--- src/rtl/cofre_param.sv ---
// Digital safe with a BCD keypad: N_DIGITS-digit password, retry counter with timed lockout,
// and in-place password change while open.
module cofre_param #(
    parameter int unsigned              N_DIGITS  = 4,
    parameter logic [N_DIGITS*4-1:0]    SENHA_INI = 16'h3015,
    parameter int unsigned              MAX_TENT  = 3,
    parameter int unsigned              T_ERRO    = 150_000_000,
    parameter int unsigned              T_BLOQ    = 500_000_000
) (
    input  logic                    MAX10_CLK1_50,
    input  logic                    RST,
    input  logic [3:0]              digito,
    input  logic                    confirma,
    input  logic                    troca,
    input  logic                    fecha,
    output logic [2:0]              estado,
    output logic                    aberto,
    output logic                    erro,
    output logic                    bloqueado,
    output logic [N_DIGITS*4-1:0]   digitos_vis,
    output logic [2:0]              n_entrados,
    output logic [3:0]              tentativas,
    output logic [31:0]             resto_bloq
);

    localparam int unsigned W = N_DIGITS * 4;

    localparam logic [2:0] StInicio    = 3'd0;
    localparam logic [2:0] StEntrada   = 3'd1;
    localparam logic [2:0] StVerifica  = 3'd2;
    localparam logic [2:0] StAberto    = 3'd3;
    localparam logic [2:0] StNovaSenha = 3'd4;
    localparam logic [2:0] StErro      = 3'd5;
    localparam logic [2:0] StBloqueado = 3'd6;

    localparam logic [W-1:0] Vazio   = {W{1'b1}};
    localparam logic [2:0]   LastPos = 3'(N_DIGITS - 1);
    localparam logic [3:0]   TentLim = 4'(MAX_TENT - 1);

    logic [2:0]   state_q, state_d;
    logic [W-1:0] senha_q, senha_d;
    logic [W-1:0] digitos_q, digitos_d;
    logic [W-1:0] digitos_ins;
    logic [2:0]   n_q, n_d;
    logic [3:0]   tent_q, tent_d;
    logic [31:0]  resto_q, resto_d;
    logic [31:0]  timer_q, timer_d;
    logic         confirma_q;
    logic         press;
    logic         valid;

    assign press = confirma & ~confirma_q;
    assign valid = (digito <= 4'd9);

    always_comb begin
        // Position 0 (first entered) lives in the most significant nibble.
        digitos_ins = digitos_q;
        for (int i = 0; i < int'(N_DIGITS); i++) begin
            if (n_q == 3'(i)) begin
                digitos_ins[(int'(N_DIGITS) - 1 - i) * 4 +: 4] = digito;
            end
        end
    end

    always_comb begin
        state_d   = state_q;
        senha_d   = senha_q;
        digitos_d = digitos_q;
        n_d       = n_q;
        tent_d    = tent_q;
        resto_d   = resto_q;
        timer_d   = timer_q;

        case (state_q)
            StInicio, StEntrada: begin
                if (press && valid) begin
                    digitos_d = digitos_ins;
                    n_d       = n_q + 3'd1;
                    state_d   = (n_q == LastPos) ? StVerifica : StEntrada;
                end
            end
            StVerifica: begin
                if (digitos_q == senha_q) begin
                    tent_d  = 4'd0;
                    state_d = StAberto;
                end else if (tent_q < TentLim) begin
                    tent_d  = tent_q + 4'd1;
                    timer_d = 32'(T_ERRO - 1);
                    state_d = StErro;
                end else begin
                    resto_d = 32'(T_BLOQ);
                    state_d = StBloqueado;
                end
            end
            StAberto: begin
                if (fecha) begin
                    state_d   = StInicio;
                    digitos_d = Vazio;
                    n_d       = 3'd0;
                end else if (troca) begin
                    state_d   = StNovaSenha;
                    digitos_d = Vazio;
                    n_d       = 3'd0;
                end
            end
            StNovaSenha: begin
                if (press && valid) begin
                    digitos_d = digitos_ins;
                    n_d       = n_q + 3'd1;
                    if (n_q == LastPos) begin
                        senha_d = digitos_ins;
                        state_d = StAberto;
                    end
                end
            end
            StErro: begin
                if (timer_q == 32'd0) begin
                    state_d   = StInicio;
                    digitos_d = Vazio;
                    n_d       = 3'd0;
                end else begin
                    timer_d = timer_q - 32'd1;
                end
            end
            StBloqueado: begin
                if (resto_q <= 32'd1) begin
                    state_d   = StInicio;
                    digitos_d = Vazio;
                    n_d       = 3'd0;
                    tent_d    = 4'd0;
                    resto_d   = 32'd0;
                end else begin
                    resto_d = resto_q - 32'd1;
                end
            end
            default: begin
                state_d   = StInicio;
                digitos_d = Vazio;
                n_d       = 3'd0;
            end
        endcase
    end

    always_ff @(posedge MAX10_CLK1_50) begin
        if (RST) begin
            state_q    <= StInicio;
            senha_q    <= SENHA_INI;
            digitos_q  <= Vazio;
            n_q        <= 3'd0;
            tent_q     <= 4'd0;
            resto_q    <= 32'd0;
            timer_q    <= 32'd0;
            confirma_q <= 1'b0;
        end else begin
            state_q    <= state_d;
            senha_q    <= senha_d;
            digitos_q  <= digitos_d;
            n_q        <= n_d;
            tent_q     <= tent_d;
            resto_q    <= resto_d;
            timer_q    <= timer_d;
            confirma_q <= confirma;
        end
    end

    assign estado      = state_q;
    assign aberto      = (state_q == StAberto);
    assign erro        = (state_q == StErro);
    assign bloqueado   = (state_q == StBloqueado);
    assign digitos_vis = digitos_q;
    assign n_entrados  = n_q;
    assign tentativas  = tent_q;
    assign resto_bloq  = resto_q;

endmodule

--- config.mk ---
export PLATFORM = sky130hd
export DESIGN_NAME = cofre_param
export DESIGN_NICKNAME = d
export VERILOG_FILES = /design/src/rtl/cofre_param.sv
export SDC_FILE = /design/constraint.sdc
export NUM_CORES = 1
export LEC_CHECK = 0
export BUFFER_PORTS_ARGS = -buffer_cell sky130_fd_sc_hd__buf_4
export CAP_MARGIN = 20
export CORE_MARGIN = 4
export CORE_UTILIZATION = 55
export DETAILED_ROUTE_END_ITERATION = 8
export MAX_ROUTING_LAYER = met4
export PLACE_DENSITY_LB_ADDON = 0.2
export SLEW_MARGIN = 25
export SYNTH_ARGS = -nofsm -noshare
export SYNTH_HDL_FRONTEND = slang
export SYNTH_SLANG_ARGS = --single-unit
--- constraint.sdc ---
create_clock -name MAX10_CLK1_50 -period 3.4 [get_ports MAX10_CLK1_50]
set_input_delay 0.34 -clock MAX10_CLK1_50 [delete_from_list [all_inputs] [get_ports MAX10_CLK1_50]]
set_output_delay 0.34 -clock MAX10_CLK1_50 [all_outputs]
set_load 0.05 [all_outputs]
# After elaboration in Yosys (flattened, before gate mapping)
# Index checks and enable logic that the tools add are counted.
dict set report word_totals {
  word_cells 91
  in_bits 9
  output_inout_bits 61
  reg_bits 107
}
dict set report op_classes {
  muxes 37
  n_addsub 4
  n_reduce_logical 14
  bitwise 3
  n_lt_le_gt_ge 3
  n_eq_ne 22
}
# operator n
set op_table {}
lappend op_table {{$mux 32} 6}
lappend op_table {{$pmux 32 s2} 2}
lappend op_table {{$mux 16} 5}
lappend op_table {{$pmux 16 s5} 1}
lappend op_table {{$sub 32x1->32 const B} 2}
lappend op_table {{$mux 3} 11}
lappend op_table {{$le 32x1->1 const B} 1}
lappend op_table {{$logic_not 32->1} 1}
lappend op_table {{$mux 4} 7}
lappend op_table {{$pmux 3 s6} 1}
lappend op_table {{$eq 16x16->1} 1}
lappend op_table {{$pmux 3 s5} 1}
lappend op_table {{$ne 2x2->1 const B} 7}
lappend op_table {{$eq 3x2->1 const B} 4}
lappend op_table {{$eq 3x3->1 const B} 3}
lappend op_table {{$reduce_and 3->1} 3}
lappend op_table {{$pmux 4 s2} 1}
lappend op_table {{$eq 3x1->1 const B} 2}
lappend op_table {{$logic_not 3->1} 2}
lappend op_table {{$ne 2x1->1 const B} 3}
lappend op_table {{$ne 3x3->1 const B} 2}
lappend op_table {{$reduce_and 6->1} 1}
lappend op_table {{$reduce_and 5->1} 1}
lappend op_table {{$add 4x1->4 const B} 1}
lappend op_table {{11 further kinds} 14}

# Depth between registers and ports, before layout
dict set report depth {
  ltp_word 5
  depth_mapped 10
  ltp_nobuf 9
}

# Least setup slack after synthesis
# OpenSTA, ideal clock, no wires.
dict set report synth_timing {
  kind {register -> register}
  startpoint {register state_q[0] (netlist: estado[0])}
  endpoint {register timer_q[14]}
  slack_ns 0.106
  setup_ns 0.074
  period_less_slack_ns 3.294
  t_required_ns 3.326
  path_stages_with_launch 8
  arrival_time_ns 3.220
  n_path_buf 1
  path_cell_list {dfxtp_1 clkbuf_1 nand2_1 nor2_1 o41a_4 o211ai_2 or4b_2 a31oi_1}
}
dict set report synth_between {
  elab_chain_len 3
  word_cells_on_any_way 8
  cone_classes {eq/ne: 5; mux: 1; reduce/logical: 2}
}
# element line
set synth_rtl {}
lappend synth_rtl {{start: declaration} 40} ;# logic [2:0] state_q, state_d;
lappend synth_rtl {{start signal: assignment} 146} ;# state_q <= StInicio;
lappend synth_rtl {{start signal: assignment} 155} ;# state_q <= state_d;
lappend synth_rtl {{$eq 3x3->1 *} --}
lappend synth_rtl {{named net erro} 18} ;# output logic erro,
lappend synth_rtl {{$ne 2x2->1 (no source line) or $reduce_bool 2->1 (tied branches)} --}
lappend synth_rtl {{$reduce_and 4->1 (no source line)} --}
lappend synth_rtl {{end signal: assignment} 161} ;# timer_q <= timer_d;
lappend synth_rtl {{end: declaration} 47} ;# logic [31:0] timer_q, timer_d;
# Mark *: on every way through the listed nets, which the timed path passes. The rest lies on a longest branch.
# A chain may end at the register's enable or synchronous reset.

# Final worst setup path
dict set report layout_timing {
  startpoint {register timer_q[22]}
  endpoint {register digitos_q[11] (netlist: digitos_vis[11])}
}
dict set report layout_between {
  elab_chain_len 3
}
# element line
set layout_rtl {}
lappend layout_rtl {{$logic_not 32->1} 117} ;# if (timer_q == 32'd0) begin
lappend layout_rtl {{$ne 2x1->1 (no source line)} --}
lappend layout_rtl {{$reduce_and 5->1 (no source line)} --}
lappend layout_rtl {{end signal: assignment} 148} ;# digitos_q <= Vazio;
lappend layout_rtl {{end signal: assignment} 157} ;# digitos_q <= digitos_d;
lappend layout_rtl {{end: declaration} 42} ;# logic [W-1:0] digitos_q, digitos_d;
# Every way passes these cells.

==> load_flow_metrics.sql <==
INSERT INTO impl_metrics (metric_group, metric, value, unit) VALUES
('clock_network', 'htree_num_levels', '3', ''),
('job', 'max-cap-violations', '0', ''),
('synthesis', 'synth_nets', '646', ''),
('synthesis', 'mapped_area', '5430', 'sq um'),
('die', 'floorplan.core_area', '9420', 'sq um'),
('clock_network', 'hold_buffers', '0', ''),
('synthesis', 'yosysSeqAreaShare', '0.395', ''),
('sta', 'worst_clock_skew', '0.0156', 'ns'),
('hold_path', 'min_path_type', 'in -> reg', ''),
('setup_path', 'timing.critical_path.arrival', '3.49', 'ns'),
('sta', 'slew_violations', '0', ''),
('place', 'count_of_buffers_from_port_buffering', '69', ''),
('pwr', 'static-leakage-power', '2.47', 'nW'),
('die', 'area_of_the_die', '11500', 'sq um'),
('setup_path', 'cp_max_fo', '14', ''),
('pwr', 'overall_power_after_layout', '3.39', 'mW'),
('clock_network', 'postCtsResizedCells', '0', ''),
('sta', 'worst_slew_pin_slew', '0.801', 'ns'),
('detailed_routing', 'dr_total_vias', '4921', ''),
('place', 'final_hpwl_dp', '9.83', 'mm'),
('final_layout', 'total_nets_final', '708', ''),
('synthesis', 'synth_largest_type_area_fraction', '0.395', ''),
('setup_path', 'rr_worst_depth', '7', ''),
('global_routing', 'number_of_antenna_violations_at_the_first_check_in_global_routing', '0', ''),
('setup_path', 'timing.reg2reg.setup_slack', '0.23', 'ns'),
('synthesis', 'asyncSetResetFlopFracSynth', '0', ''),
('detailed_routing', 'avgViaCountPerCell', '5.98', ''),
('setup_path', 'req_time_crit_path', '3.72', 'ns'),
('synthesis', 'synthesis.area_per_instance', '8.66', 'sq um'),
('status', 'outcome', 'completed', ''),
('clock_network', 'cts.sinks', '107', ''),
('synthesis', 'yosysUniqueCellTypes', '59', ''),
('sta', 'accumulated_negative_setup_slack', '0', 'ns'),
('place', 'gpl_wtd_cong', '0.908', ''),
('clock_network', 'clk_root_buffer_cell', 'clkbuf_8', ''),
('sta', 'number_of_setup_violations_in_the_final_report', '0', ''),
('setup_path', 'setup_crit_path_kind', 'reg -> reg', ''),
('synthesis', 'ys.flop_type', 'dfxtp_1', ''),
('clock_network', 'cts.repair_timing.setup_buffer_count', '0', ''),
('final_layout', 'drive_above_1_share', '0.183', ''),
('final_layout', 'area_added_between_synthesis_and_finish', '16.5', '%'),
('global_routing', 'grt_start_max_net_pins', '74', ''),
('detailed_routing', 'drt_iter0_drc', '281', ''),
('synthesis', 'synth.ff_latch_count', '107', ''),
('global_routing', 'first_global_vias', '4772', ''),
('synthesis', 'netlist_top_cells_area', 'dfxtp_1, nor2_1, xor2_1', ''),
('setup_path', 'timing.critical_path.to_type', 'flip-flop', ''),
('sta', 'period_needed', '3.17', 'ns'),
('setup_path', 'launch_point_of_the_worst_reg_to_reg_path', 'timer_q[22]', ''),
('pwr', 'p_per_area', '535', 'nW/um^2'),
('synthesis', 'syn-instance-count', '627', ''),
('die', 'pin_count', '70', ''),
('synthesis', 'synth_top_area_cell', 'dfxtp_1', ''),
('clock_network', 'clkSlewWorstSetupHoldPaths', '0.10', 'ns'),
('clock_network', 'worstSkewPairLatency', '0.38', 'ns'),
('setup_path', 'critPathLaunchType', 'flip-flop', ''),
('die', 'fp.dieW', '107', 'um'),
('detailed_routing', 'avgRoutedWirePerCell', '17.1', 'um'),
('global_routing', 'global_route.overflow_total', '0', ''),
('sta', 'fin_crit_sh', '0.931', ''),
('synthesis', 'synth.cells.most_frequent', 'dfxtp_1, nor2_1, a21oi_1, nand2_1, nor3_1', ''),
('sta', 'max-slew-margin-rel', '0.461', ''),
('global_routing', 'grt.total_usage', '0.254', ''),
('setup_path', 'critical_path.startpoint', 'timer_q[22]', ''),
('final_layout', 'n_antenna_cell', '0', ''),
('clock_network', 'cts_inserted_buffers', '9', ''),
('detailed_routing', 'drt_pass1_iterations', '5', ''),
('setup_path', 'regToRegEndpoint', 'digitos_vis[11]', ''),
('die', 'fp-row-count', '35', ''),
('global_routing', 'grt_pass1_wl', '23.3', 'mm'),
('setup_path', 'worst_setup_path_endpoint', 'digitos_vis[11]', '');
==> metrics by stage <==
| stage | setup WS (ns) | area (sq um) | cells | hold WS [ns] | util |
|---|---|---|---|---|---|
| 2_1_floorplan | 0.106 | 5430 | 627 | 0.448 | - |
| 3_3_place_gp | 0.285 | 6110 | 807 | 0.456 | 0.649 |
| 3_5_place_dp | 0.250 | 6110 | 807 | 0.469 | 0.649 |
| 4_1_cts | 0.236 | 6330 | 823 | 0.168 | 0.672 |
| 5_1_grt | 0.0865 | 6330 | 823 | 0.164 | 0.672 |
| 6_report | 0.235 | 6330 | 823 | 0.181 | 0.672 |
==> worst min path at each step <==
stage / from / endpoint / slack [ns]
floorplan: timer_q[7] / timer_q[7] / 0.45
global placement: senha_q[3] / senha_q[3] / 0.46
detailed placement: timer_q[7] / timer_q[7] / 0.47
CTS: confirma / confirma_q / 0.17
global route: confirma / confirma_q / 0.16
finish: confirma / confirma_q / 0.18
==> cell families after synthesis <==
| family | synth area share |
|---|---|
| AO/OA/AOI/OAI | 0.200 |
| XOR/XNOR | 0.0774 |
| adder cells (fa/ha/maj) | 0.0230 |
| buffers and inverters | 0.0334 |
| flip-flops | 0.395 |
| multiplexers | 0.0334 |
| AND/OR/NAND/NOR | 0.238 |
==> critical path, cell delays in order (launching register included) <==
cell     delay (ns)
dfxtp_1        0.34
or4_1          0.54
or4_4          0.47
or4_4          0.46
o41a_4         0.47
nor3_4         0.46
o21a_4         0.22
o32a_1         0.15
==> cells in the final DEF (no fill, tap or decap), types with 5 or more instances in the layout <==
master	synthesis	routed
a211oi_1	17	17
a21oi_1	49	49
a311oi_1	5	5
a31oi_1	5	5
buf_4	0	85
clkbuf_8	0	12
dfxtp_1	107	107
ha_1	10	10
inv_1	14	14
mux2i_1	17	17
nand2_1	37	37
nand2b_1	7	7
nand3_1	12	12
nor2_1	74	74
nor2b_1	6	6
nor3_1	34	34
nor4_1	14	14
o21ai_0	16	16
o31ai_1	9	9
o32a_1	16	16
or2_2	9	9
or3_1	19	19
or4_1	12	12
xnor2_1	19	19
xor2_1	29	29
==> area by class of cell <==
cell class / count / area [sq um]
multi-input combinational: 472 / 3120
clock inverter: 3 / 43.8
sequential: 107 / 2140
tap: 129 / 161
fill: 780 / 3090
inverter: 14 / 52.6
timing repair buffer: 85 / 638
clock buffer: 13 / 169
==> metal layers <==
metal  vias to the layer above  track usage  share of wire
met4                         0       0.0748          0.012
met3                        13       0.0468          0.057
li1                       2422            -              -
met1                      2339        0.333           0.45
met2                       147        0.404           0.48
met5                         -            -              0
==> flip-flops by register name, summed over array words and instances, names as in the netlist <==
register	count
confirma_q	1
digitos_vis	16
estado	3
n_entrados	3
resto_bloq	32
senha_q	16
tentativas	4
timer_q	32
==> power by group <==
group	total, mW	switching, mW	internal (mW)
Combinational	1.10	0.686	0.417
Clock	0.845	0.442	0.404
Sequential	1.44	0.0961	1.34
Note: power is estimated with default switching activity, not from simulation.
